<file path="src/rtl/usb_cmd_parser.sv">
// Command frame parser for the USB CDC receive byte stream.
// Frame: AA 55 CMD LEN_H LEN_L PAYLOAD[LEN] CHK, with CHK = 8-bit sum of CMD..PAYLOAD.
module usb_cmd_parser #(
  parameter int unsigned MAX_LEN        = 256,
  parameter int unsigned TIMEOUT_CYCLES = 600000
) (
  input  logic        PHY_CLKOUT,
  input  logic        RESET,
  input  logic [7:0]  in_data,
  input  logic        in_valid,
  output logic        cmd_start,
  output logic [7:0]  cmd_type,
  output logic [15:0] cmd_length,
  output logic [7:0]  payload_data,
  output logic        payload_valid,
  output logic [15:0] payload_index,
  output logic        frame_ok,
  output logic        frame_err,
  output logic [1:0]  err_code
);

  localparam int TW = (TIMEOUT_CYCLES > 1) ? $clog2(TIMEOUT_CYCLES + 1) : 1;
  localparam logic [TW-1:0] TIMER_LAST = TW'(TIMEOUT_CYCLES - 1);

  localparam logic [1:0] ERR_CHECKSUM = 2'd1;
  localparam logic [1:0] ERR_LENGTH   = 2'd2;
  localparam logic [1:0] ERR_TIMEOUT  = 2'd3;

  typedef enum logic [2:0] {
    IDLE, HDR2, CMD, LEN_H, LEN_L, PAYLOAD, CHKSUM
  } state_t;

  state_t          state_reg, state_next;
  logic [7:0]      cmd_reg, cmd_next;
  logic [7:0]      len_h_reg, len_h_next;
  logic [7:0]      acc_reg, acc_next;
  logic [15:0]     idx_reg, idx_next;
  logic [TW-1:0]   timer_reg, timer_next;

  logic            cmd_start_next, payload_valid_next, frame_ok_next, frame_err_next;
  logic [7:0]      cmd_type_next, payload_data_next;
  logic [15:0]     cmd_length_next, payload_index_next;
  logic [1:0]      err_code_next;
  logic [15:0]     rx_len;

  assign rx_len = {len_h_reg, in_data};

  always_ff @(posedge PHY_CLKOUT or posedge RESET) begin
    if (RESET) begin
      state_reg     <= IDLE;
      cmd_reg       <= '0;
      len_h_reg     <= '0;
      acc_reg       <= '0;
      idx_reg       <= '0;
      timer_reg     <= '0;
      cmd_start     <= 1'b0;
      cmd_type      <= '0;
      cmd_length    <= '0;
      payload_data  <= '0;
      payload_valid <= 1'b0;
      payload_index <= '0;
      frame_ok      <= 1'b0;
      frame_err     <= 1'b0;
      err_code      <= '0;
    end else begin
      state_reg     <= state_next;
      cmd_reg       <= cmd_next;
      len_h_reg     <= len_h_next;
      acc_reg       <= acc_next;
      idx_reg       <= idx_next;
      timer_reg     <= timer_next;
      cmd_start     <= cmd_start_next;
      cmd_type      <= cmd_type_next;
      cmd_length    <= cmd_length_next;
      payload_data  <= payload_data_next;
      payload_valid <= payload_valid_next;
      payload_index <= payload_index_next;
      frame_ok      <= frame_ok_next;
      frame_err     <= frame_err_next;
      err_code      <= err_code_next;
    end
  end

  always_comb begin
    state_next         = state_reg;
    cmd_next           = cmd_reg;
    len_h_next         = len_h_reg;
    acc_next           = acc_reg;
    idx_next           = idx_reg;
    cmd_start_next     = 1'b0;
    cmd_type_next      = cmd_type;
    cmd_length_next    = cmd_length;
    payload_data_next  = payload_data;
    payload_valid_next = 1'b0;
    payload_index_next = payload_index;
    frame_ok_next      = 1'b0;
    frame_err_next     = 1'b0;
    err_code_next      = err_code;

    // Timer only runs while a frame is open and the line is quiet.
    if (state_reg == IDLE || in_valid) begin
      timer_next = '0;
    end else begin
      timer_next = timer_reg + 1'b1;
    end

    if (in_valid) begin
      case (state_reg)
        IDLE: begin
          if (in_data == 8'hAA) state_next = HDR2;
        end
        HDR2: begin
          if (in_data == 8'h55)      state_next = CMD;
          else if (in_data != 8'hAA) state_next = IDLE;
        end
        CMD: begin
          cmd_next   = in_data;
          acc_next   = in_data;
          state_next = LEN_H;
        end
        LEN_H: begin
          len_h_next = in_data;
          acc_next   = acc_reg + in_data;
          state_next = LEN_L;
        end
        LEN_L: begin
          if ({16'd0, rx_len} > MAX_LEN) begin
            frame_err_next = 1'b1;
            err_code_next  = ERR_LENGTH;
            state_next     = IDLE;
          end else begin
            acc_next        = acc_reg + in_data;
            cmd_start_next  = 1'b1;
            cmd_type_next   = cmd_reg;
            cmd_length_next = rx_len;
            idx_next        = '0;
            state_next      = (rx_len == 16'd0) ? CHKSUM : PAYLOAD;
          end
        end
        PAYLOAD: begin
          acc_next           = acc_reg + in_data;
          payload_valid_next = 1'b1;
          payload_data_next  = in_data;
          payload_index_next = idx_reg;
          idx_next           = idx_reg + 16'd1;
          if (idx_reg == cmd_length - 16'd1) state_next = CHKSUM;
        end
        CHKSUM: begin
          if (in_data == acc_reg) begin
            frame_ok_next = 1'b1;
          end else begin
            frame_err_next = 1'b1;
            err_code_next  = ERR_CHECKSUM;
          end
          state_next = IDLE;
        end
        default: state_next = IDLE;
      endcase
    end else if (state_reg != IDLE && timer_reg == TIMER_LAST) begin
      frame_err_next = 1'b1;
      err_code_next  = ERR_TIMEOUT;
      state_next     = IDLE;
    end
  end

endmodule

</file>
<file path="config.mk">
export PLATFORM = sky130hd
export DESIGN_NAME = usb_cmd_parser
export DESIGN_NICKNAME = d
export VERILOG_FILES = /design/src/rtl/usb_cmd_parser.sv
export SDC_FILE = /design/constraint.sdc
export NUM_CORES = 1
export LEC_CHECK = 0
export CAP_MARGIN = 5
export CELL_PAD_IN_SITES_DETAIL_PLACEMENT = 1
export CELL_PAD_IN_SITES_GLOBAL_PLACEMENT = 1
export CORE_MARGIN = 5
export CORE_UTILIZATION = 40
export DETAILED_ROUTE_END_ITERATION = 6
export GPL_ROUTABILITY_DRIVEN = 1
export GPL_TIMING_DRIVEN = 0
export PLACE_DENSITY = 0.87
export SLEW_MARGIN = 20
export SYNTH_ARGS = -nofsm -noshare
export SYNTH_HDL_FRONTEND = slang
export SYNTH_SLANG_ARGS = --single-unit
</file>
<file path="constraint.sdc">
create_clock -name PHY_CLKOUT -period 4.1 [get_ports PHY_CLKOUT]
set_clock_uncertainty 0.2 [all_clocks]
set_input_delay 0.82 -clock PHY_CLKOUT [delete_from_list [all_inputs] [get_ports PHY_CLKOUT]]
set_output_delay 0.82 -clock PHY_CLKOUT [all_outputs]
set_load 0.1 [all_outputs]
</file>
[After elaboration in Yosys (flattened, before gate mapping)]
Index checks and enable logic that the tools add are counted.
Cells by class
  add/sub/neg operators: 4
  magnitude comparators: 1
  equal/unequal tests: 19
  muxes and demuxes: 32
  bitwise logic cells: 1
  reduce and logical (&&, ||, !) cells: 17
Operator list (count)
  16-bit case mux with 2 select lines: 1
  8-bit case mux with 3 select lines: 1
  3-bit two-way mux: 7
  20-bit by 1-bit adder with 20-bit output, second input constant: 1
  20-bit == test, second input constant: 1
  20-bit two-way mux: 1
  3-bit case mux with 6 select lines: 1
  16-bit by 1-bit adder with 16-bit output, second input constant: 1
  16-bit == test: 1
  16-bit by 9-bit greater-than comparator with 1-bit output, second input constant: 1
  16-bit zero test: 1
  16-bit two-way mux: 1
  16-bit by 1-bit subtractor with 16-bit output, second input constant: 1
  1-bit two-way mux: 12
  2-bit two-way mux: 5
  3-bit == test, second input constant: 3
  3-bit != test, second input constant: 3
  3-bit AND reduction: 3
  8-bit adder: 1
  8-bit by 7-bit == test with 1-bit output, second input constant: 1
  8-bit == test: 1
  8-bit == test, second input constant: 1
  8-bit two-way mux: 1
  8-bit != test, second input constant: 1
  17 further kinds: 23
Word-level totals
  bits in registers: 117
  output and inout bits: 54

[Depth between registers and ports, before layout]
  word-level depth: 5
  gate-level depth with buffers: 10
  mapped depth without buffers: 10

[Least setup slack after synthesis]
Ideal clock, no wire load.
  kind: register to register
  from: register cmd_length[0]
  to: register state_reg[0]
  library setup time: 0.118 ns
  arrival time: 3.137 ns
  required time: 3.782 ns
  path slack: 0.645 ns
  cell stages (with the launch flop): 10
  path buffers: 0
  clock period less this slack: 3.455 ns
  cells stage by stage: dfrtp_1 inv_1 ha_1 xor3_4 a2111oi_0 o2111ai_1 or4_1 nor4_1 a21oi_1 a21o_1
Between the ends
  word-level cells in the longest chain between the ends: 4
Ends and longest elaborated chain
  start, declared: RTL line 13  | output logic [15:0] cmd_length,
  start signal, assigned: RTL line 74  | cmd_length <= cmd_length_next;
  16-bit by 1-bit subtractor with 16-bit output: RTL line 146  | if (idx_reg == cmd_length - 16'd1) state_next = CHKSUM;
  16-bit == test: RTL line 146
  3-bit != test (no source line)
  4-bit AND reduction (no source line)
  end signal, assigned: RTL line 66  | state_reg <= state_next;
  end, declared: RTL line 33  | state_t state_reg, state_next;
No other way between the ends.
A chain may end at the register's enable or synchronous reset.

[Final worst setup path]
  from: input port in_data[2]
  to: register acc_reg[2]
Between the ends
  word-level cells in the longest chain between the ends: 3
  elaborated cells on any way between the ends: 6
  those cells by class: add/sub (1); order compare (1); eq/ne (1); mux (2); reduce/logical (1)
Ends and longest elaborated chain
  start, declared: RTL line 9  | input logic [7:0] in_data,
  16-bit by 9-bit greater-than comparator with 1-bit output / 8-bit adder (equally long branches)
  2-bit != test (no source line) / 8-bit two-way mux (equally long branches)
  3-bit AND reduction (no source line) / 8-bit case mux with 3 select lines (equally long branches)
  end signal, assigned: RTL line 69  | acc_reg <= acc_next;
  end, declared: RTL line 36  | logic [7:0] acc_reg, acc_next;
Parallel ways exist; a longest one is shown, timed or not. The select of a mux whose other input is x is not followed.

==> metrics.cfg <==
[hold_path]
hold_end=cmd_type[4]
worstHoldStart=cmd_reg[4]
hold_class=reg2reg
min_path_cells=2

[critical_path]
critPathKind=in2reg
cp-start-kind=primary input
crit_path_frequent_cell=clkbuf_1
crit_arrival_ns=4.03
path_buf_inv=3
end_kind=register
path_cells=clkdlybuf4s50_1, or4_1, o21ai_1, a31oi_1, o21ai_0, clkbuf_1, clkbuf_1, nor2_1, a21oi_1
reg2reg_slack_ns=0.75
max_stage_delay_ns=0.64
rr_startpoint=cmd_length[0]
reg2reg_to=state_reg[0]
crit_slowest_cell=clkdlybuf4s50_1
critPathTopFamily=buffers and inverters
reg2regPathDepth=9
crit_fanout=10
crit_required_ns=4.25

[sta]
rsz0062_at_grt=no
maxSlewHeadroom_pct=32.3
hold_viol=0
setup_viol=0
timing.final.crit_share_pct=94.7
fin_tns_setup_ns=0
fin_crit_ns=3.88
final_max_slew_viol_count=0
clock.fmax_mhz=258
tightest_slew_ns=1.01

[detailed_routing]
routedWlPerCell_um=19.2
drc=0
drt-initial-drc-count=294
dr_total_vias=4773
drt_pre_antenna_iters=5
wirelength_um=16700
ant_nets=0
vias_per_cell=5.51

[synth]
syn_nets=605
synth_seq_cells=117
synth-seq-area-share_pct=50.3
ys_warn_count=0
synthTopCellsByCount=dfrtp_1, nand2_1, nor2_1, mux2_2, o21ai_0
yosys-top-cells-area=dfrtp_1, mux2_2, nand2_1
ys_types=56
avgSynthCellArea_um2=9.98
async_flop_share_pct=100
synth_area_um2=5820
synth_top_area_share_pct=50.3
synth-main-ff-cell=dfrtp_1
synth_edf_count=0
synthMostInstantiatedCell=dfrtp_1
synthCells=583
yosysTopAreaCell=dfrtp_1

[finish]
nNetsFinal=692
post-route-util_pct=51.3
diodes=0
finalNonFillerCells=867
syn2layout_area_growth_pct=27.1
drive_gt1_share_pct=12.3
largest_register_ffs=20

[die]
core-area_um2=14400
die_h_um=131
die_w_um=131
rows=44
initial_core_util_pct=40.4
io_pins=65
fp.dieArea_um2=17100

[clock_tree]
numCtsBuffers=17
cts_root_buf=clkbuf_16
ctsHoldBuffers=0
clkLatencyLatePin_ns=0.43
clockBufferDepth=2
htree_num_levels=4
cts-resized-gates=0
post_cts_buffers=0
cts_tree=built
cts.sinks=117
clkTransAtPathRegs_ns=0.05

[place]
gp_congestion=0.931
portBuffers=64
dp_cells=835
dp_hpwl_um=11900

[global_route]
antenna_found_initial=0
grt_overflow=0
grt_pass1_vias=5359
grt_pass1_wl_um=27000
track_usage_pct=20.5
grt_max_degree=33

[pwr]
irDropWorstVdd_uv=364
power_density_nw_per_um2=533
power_mw=3.95
leakage_nw=3.36

[flow_run]
drv_cap=0

[run_status]
status=finished clean

-- metal layers --
metal | vias to the layer above | track usage, % | part of all wire [%]
met5 | - | 0 | 0
met4 | 0 | 9.74 | 3.4
met3 | 41 | 5.08 | 5.4
met2 | 137 | 35.9 | 51
met1 | 2400 | 23.5 | 40
li1 | 2195 | - | -
-- power by group --
part / switching [mW] / total [mW] / internal [mW]
clock: 0.524 / 1.57 / 1.04
sequential: 0.116 / 1.40 / 1.29
combinational: 0.647 / 0.979 / 0.332
total: 1.29 / 3.95 / 2.66
-- worst max-delay path by stage --
| stage | cells after the start | slack [ns] | startpoint | end |
|---|---|---|---|---|
| after floorplan | 9 | 0.64 | cmd_length[0] | state_reg[0] |
| after global placement | 9 | 0.008 | in_data[4] | acc_reg[2] |
| after detailed placement | 9 | -0.15 | in_data[4] | acc_reg[2] |
| after CTS | 9 | 0.27 | in_data[4] | acc_reg[2] |
| after global routing | 9 | 0.05 | in_data[4] | acc_reg[0] |
| final | 9 | 0.22 | in_data[2] | acc_reg[2] |
-- kinds of logic after synthesis --
family                   Yosys count  synth area share (%)
AO/OA/AOI/OAI                     77                  8.13
adder cells (fa/ha/maj)           11                  2.49
buffers and inverters             41                  2.86
multiplexers                      42                  8.00
XOR/XNOR                          51                  8.00
flip-flops                       117                  50.3
AND/OR/NAND/NOR                  244                  20.2
-- worst min-delay path, stage by stage (launching register included) --
cell     delay, ns
dfrtp_1       0.34
nand2_1       0.06
nand2_1       0.05
-- layout by cell type, fill, tap and decap left out, types with 4 or more instances in the layout --
master and count:
and2_1 9, o21ai_0 29, a21o_1 5, or2_2 4, mux2_2 36, dfrtp_1 117
or4_1 5, mux2i_1 6, or3_1 6, bufinv_16 4, nand4_1 8, nor3_1 19
clkbuf_1 20, and3_1 11, xnor2_1 24, nor2b_1 7, a31oi_1 5, clkinv_2 5
nand3_1 19, xor2_1 26, nor4_1 7, nor2_1 55, a21oi_1 17, clkbuf_16 17
ha_1 10, inv_1 16, clkdlybuf4s50_1 64, nand2_1 81
-- final cells by class --
| type | instances | area (um^2) |
|---|---|---|
| Buffer | 23 | 98.8 |
| Clock buffer | 22 | 464 |
| Clock inverter | 10 | 153 |
| Fill cell | 1596 | 7020 |
| Inverter | 18 | 71.3 |
| Multi-Input combinational cell | 425 | 2730 |
| Sequential cell | 117 | 2930 |
| Tap cell | 184 | 230 |
| Timing Repair Buffer | 68 | 728 |
-- through the flow --
| step | hold WS, ns | setup slack (ns) | instance area (um^2) |
|---|---|---|---|
| floorplan | 0.235 | 0.645 | 5820 |
| global route | 0.303 | 0.0549 | 7400 |
| CTS | 0.284 | 0.268 | 7400 |
| global placement | 0.255 | 0.00802 | 6700 |
| finish | 0.282 | 0.217 | 7400 |
| detailed placement | 0.270 | -0.151 | 6780 |
No activity file was read; power rests on OpenSTA's default activity.
